File: src/rtl/pattern_gen.sv
// Framed test-pattern source (inc/dec/PRBS/walking-one). First word one cycle after enable is sampled.
// Outputs are held while data_en=1 and ready=0. Pattern and burst counter advance only on data_en & ready.
module pattern_gen #(
  parameter int              DATA_W    = 8,
  parameter int              MAX_VAL   = 199,
  parameter int              BURST_LEN = 200,
  parameter int              GAP_LEN   = 0,
  parameter logic [DATA_W-1:0] LFSR_TAPS = 8'hB8,
  parameter logic [DATA_W-1:0] LFSR_SEED = 8'h01
) (
  input  logic              clk_50m,
  input  logic              rst,
  input  logic              enable,
  input  logic [1:0]        mode,
  input  logic              ready,
  output logic              data_en,
  output logic [DATA_W-1:0] data_in,
  output logic              data_last,
  output logic              busy
);

  localparam int                CNT_W    = $clog2(BURST_LEN + 1);
  localparam logic [CNT_W-1:0]  LAST_IDX = CNT_W'(BURST_LEN - 1);
  localparam int                GAP_W    = (GAP_LEN > 0) ? $clog2(GAP_LEN + 1) : 1;
  localparam logic [GAP_W-1:0]  GAP_LAST = GAP_W'((GAP_LEN > 0) ? GAP_LEN - 1 : 0);
  localparam logic [DATA_W-1:0] MAX_W    = DATA_W'(MAX_VAL);

  typedef enum logic [1:0] {IDLE, RUN, GAP} state_t;
  typedef enum logic [1:0] {M_INC = 2'b00, M_DEC = 2'b01, M_PRBS = 2'b10, M_WALK = 2'b11} pmode_t;

  state_t              state;
  state_t              state_nxt;
  pmode_t              mode_q;
  logic [DATA_W-1:0]   pat;
  logic [CNT_W-1:0]    burst_cnt;
  logic [GAP_W-1:0]    gap_cnt;
  logic                xfer;
  logic                burst_done;
  logic                gap_done;
  logic                load;

  function automatic logic [DATA_W-1:0] start_val(input pmode_t m);
    logic [DATA_W-1:0] r;
    case (m)
      M_INC:   r = '0;
      M_DEC:   r = MAX_W;
      M_PRBS:  r = LFSR_SEED;
      default: r = DATA_W'(1);
    endcase
    return r;
  endfunction

  function automatic logic [DATA_W-1:0] next_val(input pmode_t m, input logic [DATA_W-1:0] v);
    logic [DATA_W-1:0] r;
    case (m)
      M_INC:   r = (v == MAX_W) ? '0 : v + DATA_W'(1);
      M_DEC:   r = (v == '0) ? MAX_W : v - DATA_W'(1);
      M_PRBS:  r = v[0] ? ((v >> 1) ^ LFSR_TAPS) : (v >> 1);
      default: r = {v[DATA_W-2:0], v[DATA_W-1]};
    endcase
    return r;
  endfunction

  assign xfer       = (state == RUN) && ready;
  assign burst_done = xfer && (burst_cnt == LAST_IDX);
  assign gap_done   = (state == GAP) && (gap_cnt == GAP_LAST);
  assign load       = (state == IDLE) && enable;

  always_ff @(posedge clk_50m) begin
    if (rst) state <= IDLE;
    else     state <= state_nxt;
  end

  always_comb begin
    state_nxt = state;
    unique case (state)
      IDLE: if (enable) state_nxt = RUN;
      RUN: begin
        // enable is only consulted once the burst's final transfer has gone out
        if (burst_done) begin
          if (GAP_LEN > 0)  state_nxt = GAP;
          else if (!enable) state_nxt = IDLE;
        end
      end
      GAP:     if (gap_done) state_nxt = enable ? RUN : IDLE;
      default: state_nxt = IDLE;
    endcase
  end

  always_ff @(posedge clk_50m) begin
    if (rst) begin
      mode_q    <= M_INC;
      pat       <= '0;
      burst_cnt <= '0;
      gap_cnt   <= '0;
      busy      <= 1'b0;
    end else begin
      busy <= (state_nxt != IDLE);
      // mode is latched only here, so the pattern continues across RUN->GAP->RUN
      if (load) begin
        mode_q <= pmode_t'(mode);
        pat    <= start_val(pmode_t'(mode));
      end else if (xfer) begin
        pat <= next_val(mode_q, pat);
      end
      if (burst_done) burst_cnt <= '0;
      else if (xfer)  burst_cnt <= burst_cnt + CNT_W'(1);
      if ((state == GAP) && !gap_done) gap_cnt <= gap_cnt + GAP_W'(1);
      else                             gap_cnt <= '0;
    end
  end

  assign data_en   = (state == RUN);
  assign data_in   = pat;
  assign data_last = data_en && (burst_cnt == LAST_IDX);

endmodule

File: config.mk
export PLATFORM = sky130hd
export DESIGN_NAME = pattern_gen
export DESIGN_NICKNAME = d
export VERILOG_FILES = /design/src/rtl/pattern_gen.sv
export SDC_FILE = /design/constraint.sdc
export NUM_CORES = 1
export LEC_CHECK = 0
export ABC_AREA = 1
export CAP_MARGIN = 25
export CORE_MARGIN = 5
export CORE_UTILIZATION = 40
export CTS_CLUSTER_SIZE = 14
export DETAILED_ROUTE_END_ITERATION = 10
export PLACE_DENSITY_LB_ADDON = 0.05
export SLEW_MARGIN = 20
export SYNTH_ARGS = -nofsm -noshare
export SYNTH_HDL_FRONTEND = slang
export SYNTH_SLANG_ARGS = --single-unit
export TNS_END_PERCENT = 30
File: constraint.sdc
create_clock -name clk_50m -period 3.6 [get_ports clk_50m]
set_input_delay 0.54 -clock clk_50m [delete_from_list [all_inputs] [get_ports clk_50m]]
set_output_delay 0.54 -clock clk_50m [all_outputs]
set_load 0.02 [all_outputs]
# After elaboration in Yosys (flattened, before gate mapping)
# Cells that the tools add are included.
# W data, S select, Z words.
[op_classes]
add_sub_neg = 4
n_mul = 0
div = 0
magnitude_cmp = 0
eq_ne = 7
shift = 0
mux = 13
bitwise_logic = 3
n_reduce_logical = 15
[ops]
columns = ["op", "count"]
rows = [
  ["$mux W8", 5],
  ["$pmux W8 S3", 1],
  ["$add A8 B1 Y8 const B", 2],
  ["$eq A8 B8 Y1 const B", 2],
  ["$pmux W8 S2", 1],
  ["$logic_not A8 Y1", 1],
  ["$mux W2", 4],
  ["$sub A8 B1 Y8 const B", 1],
  ["$eq A2 B1 Y1 const B", 3],
  ["$logic_and A1 B1 Y1", 6],
  ["$logic_not A2 Y1", 3],
  ["$pmux W2 S3", 1],
  ["$eq A2 B2 Y1 const B", 2],
  ["$not A3 Y4", 1],
  ["$reduce_bool A2 Y1", 2],
  ["$reduce_or A2 Y1", 2],
  ["$not A1 Y1", 2],
  ["$add A1 B1 Y1 const B", 1],
  ["$logic_not A1 Y1", 1],
  ["$mux W1", 1],
]
[word_totals]
regBits = 22
latch_bits = 0
ramBits = 0
romBits = 0
input_bits = 6
out_inout_bits = 11
wordCells = 48
mem_count = 0

# Logic depth before layout (Yosys ltp)
[logic_depth]
word_depth = 6
mapped_depth = 10
mapped_depth_nobuf = 10

# Worst setup path after synthesis
# Ideal clock, no wire load.
[synth_timing]
path_kind = "reg2out"
from = "register burst_cnt[0]"
to = "output data_last"
arrival_ps = 1245
required_ps = 3060
slack_ps = 1815
stages_incl_launch_ff = 6
n_path_buf = 0
path_cell_list = "dfxtp_1 ha_1 nand2_1 nor4_2 inv_1 nor2_1"
[synth_between]
elab_chain_cells = 2
[synth_lines]
columns = ["element", "line_no", "rtl"]
rows = [
  ["start: declaration", "35", "logic [CNT_W-1:0] burst_cnt;"],
  ["start signal: assignment", "107", "else if (xfer) burst_cnt <= burst_cnt + CNT_W'(1);"],
  ["$eq A8 B8 Y1", "115", "assign data_last = data_en && (burst_cnt == LAST_IDX);"],
  ["$logic_and A1 B1 Y1", "115", ""],
  ["end: declaration", "18", "output logic data_last,"],
]
# No other way between the ends.

# Worst setup path in the final report
[layout_timing]
from = "register burst_cnt[1]"
to = "output data_last"
# The elaborated chain is that of the path after synthesis.

==> metrics.txt <==
status=complete, no violations; HP Class=flop to flop; setup TNS=0 ns; htree depth=1; Layout Cells excl Fill=305; hold_ws=0.473 ns; drt first pass iters=4; vias in the first global route=1363; postcts setup bufs=0; CTS max path bufs=2; # DRC=0; pwr/cell area=370 nW/um^2; CTS resizes=0; Final nets=268; max-slew violation count=0; Warnings, synthesis=0; GR Overflow Total=0; Post-Synth XOR/XNOR Area=2.81%; initial antenna violation count=0; TritonCTS buffer count=3; number of synthesized flops with an enable pin=0; ANT cells=0; Iteration-0 DRC Markers=152; Synth-to-Final Area Change=16.5%; Pleak=0.760 nW; IO Count=17; fmax=0.393 GHz; mux cell area share after synthesis=0%; Die W=72.5 um; Final Skew=0.00873 ns; Seq/Total Area, Yosys=28.2%; GR Layer Usage met3=2.91%; Total GRT Usage=15.2%; CORE AREA=3720 um^2; #FFs+latches synth=22; largest family of logic cells by synthesized area=simple AND/OR/NAND/NOR gates; cell internal pwr=0.470 mW; vias per inst=4.90; Req. time, crit path=3.06 ns; Starting Density=42.0%; RePlAce Congestion=0.853; pin count of the biggest net entering global routing=14; Final min period=2.55 ns; Yosys cell types=34; Final ANT Viol Nets=0; layout cells sized above 1=11.7%; sequential group share of total power=41.5%; Placed Instances=301; syn_area_per_cell=6.39 um^2; Syn Inst Count=244; Die Ht=72.5 um; Port Buf Inserts=16; first-pass GRT wire length=6.51 mm; CTS tree=yes; Post-DP HPWL=2.91 mm; CTS Root Cell=clkbuf_8; RSZ-0062 raised after global routing=false; Layout fillers=420; Final Hold Fails=0; WS Path Type=flop to output port; clock slew at reported path FFs=0.08 ns; Sw Ratio=30.2%; met1 Use GR=23.0%; gr busiest metal=met2; clock sink count=22; num rows=22; Max Cap Viol=0; Max rail drop VDD=265 uV; crit path DAT=2.01 ns; final core utilization=48.9%; met2 usage=23.3%; clock power share=33.5%; Net Sw Power=0.203 mW; post-synthesis compound-gate area fraction=16.6%; adder-cell share of the synthesized area=3.21%; worst-path maximum fanout=3; wire per inst=12.2 um; Async S/R FF share, synth=0%; Combinational Power Share=25.0%; vias post-DR=1494; Cell Area, Synth=1560 um^2; simple-gate portion of the synthesized area=39.1%; Detailed Route WL=3.72 mm; CTS Hold Bufs=0; fin crit share=70.7%; crit end category=output port; Clock Latency Late Sink=0.26 ns; die area=5250 um^2; final setup vio count=0; syn nets=254; ys flop type=dfxtp_1; CP Launch Type=flop
[cell usage in the layout, fill, tap and decap left out, drive strengths merged]
master and n:
xnor2 1, o21a 1, inv 29, o211ai 1
nand4 2, clkinv 1, o2111ai 1, dfxtp 22
nor3 1, clkdlybuf4s50 16, bufinv 1, nor2 27
ha 4, nand2 64, a21o 1, or2 3
conb 1, clkbuf 3, nand3 28, a31oi 1
nand3b 1, o21ai 21, a21boi 1, nor4 1
a21oi 21, xor2 4
[cell type report]
cell class                 count  area [um^2]  area share [%]
tap                           48         60.1            3.30
multi-input combinational    185          967            53.2
clock inverter                 1         30.0            1.65
timing repair buffer          16          160            8.81
inverter                      30          119            6.54
sequential                    22          440            24.2
clock buffer                   3         41.3            2.27
[metal layers]
layer | share of wire (%) | vias up | wire length (um)
met5 | 0 | - | 0
met4 | 0.51 | 0 | 19
met3 | 4.2 | 2 | 155
met2 | 42 | 22 | 1570
met1 | 53 | 649 | 1970
li1 | - | 821 | -
[worst paths after layout]
path,startpoint,endpoint,slack (ns),cells after the start
setup / recovery,burst_cnt[1],data_last,1.05,6
hold / removal,gap_cnt,state[1],0.47,2
setup reg to reg,data_in[0],data_in[6],1.88,9
hold reg to reg,gap_cnt,state[1],0.47,2
[flip-flops by register name, indices dropped and copies added, names as in the netlist]
register	count
gap_cnt	1
burst_cnt	8
mode_q	2
data_in	8
busy	1
state	2
[cells by family after synthesis]
group                    Yosys count
adder cells (fa/ha/maj)            4
AND/OR/NAND/NOR                  127
flip-flops                        22
other                              1
XOR/XNOR                           5
buffers and inverters             37
AO/OA/AOI/OAI                     48
[worst max-delay path: stages, from the launching register on]
cell,delay (ns)
dfxtp_1,0.36
ha_1,0.24
nand2_1,0.09
nor4_2,0.30
inv_1,0.07
nor2_1,0.08
clkdlybuf4s50_1,0.60
[metrics by stage]
| step | area [um^2] | total power, mW | setup slack, ns |
|---|---|---|---|
| 2_1_floorplan | 1560 | 0.401 | 1.82 |
| 3_3_place_gp | 1750 | 0.454 | 1.37 |
| 3_5_place_dp | 1750 | 0.453 | 1.33 |
| 4_1_cts | 1820 | 0.678 | 1.02 |
| 5_1_grt | 1820 | 0.714 | 0.885 |
| 6_report | 1820 | 0.673 | 1.05 |
[power by group through the flow]
| stage | registers [mW] | clock network (mW) | logic, mW |
|---|---|---|---|
| after floorplan | 0.280 | 0 | 0.121 |
| after global placement | 0.285 | 0 | 0.169 |
| after detailed placement | 0.285 | 0 | 0.168 |
| after CTS | 0.279 | 0.230 | 0.169 |
| after global routing | 0.282 | 0.242 | 0.191 |
| final | 0.279 | 0.225 | 0.168 |
[cells in the mapped netlist (3+ instances only)]
cell	count	area [um^2]
nor2_2	3	18.8
inv_1	20	75.1
ha_1	4	50.1
nand2_1	59	221
a21oi_1	21	105
o21ai_1	7	35.0
nand2_2	4	25.0
xor2_1	4	35.0
nor2_4	3	33.8
inv_2	8	30.0
buf_2	6	30.0
o21ai_0	14	70.1
nor2_1	21	78.8
dfxtp_1	22	440
nand3_1	26	130
Power figures use the tool's default switching activity.
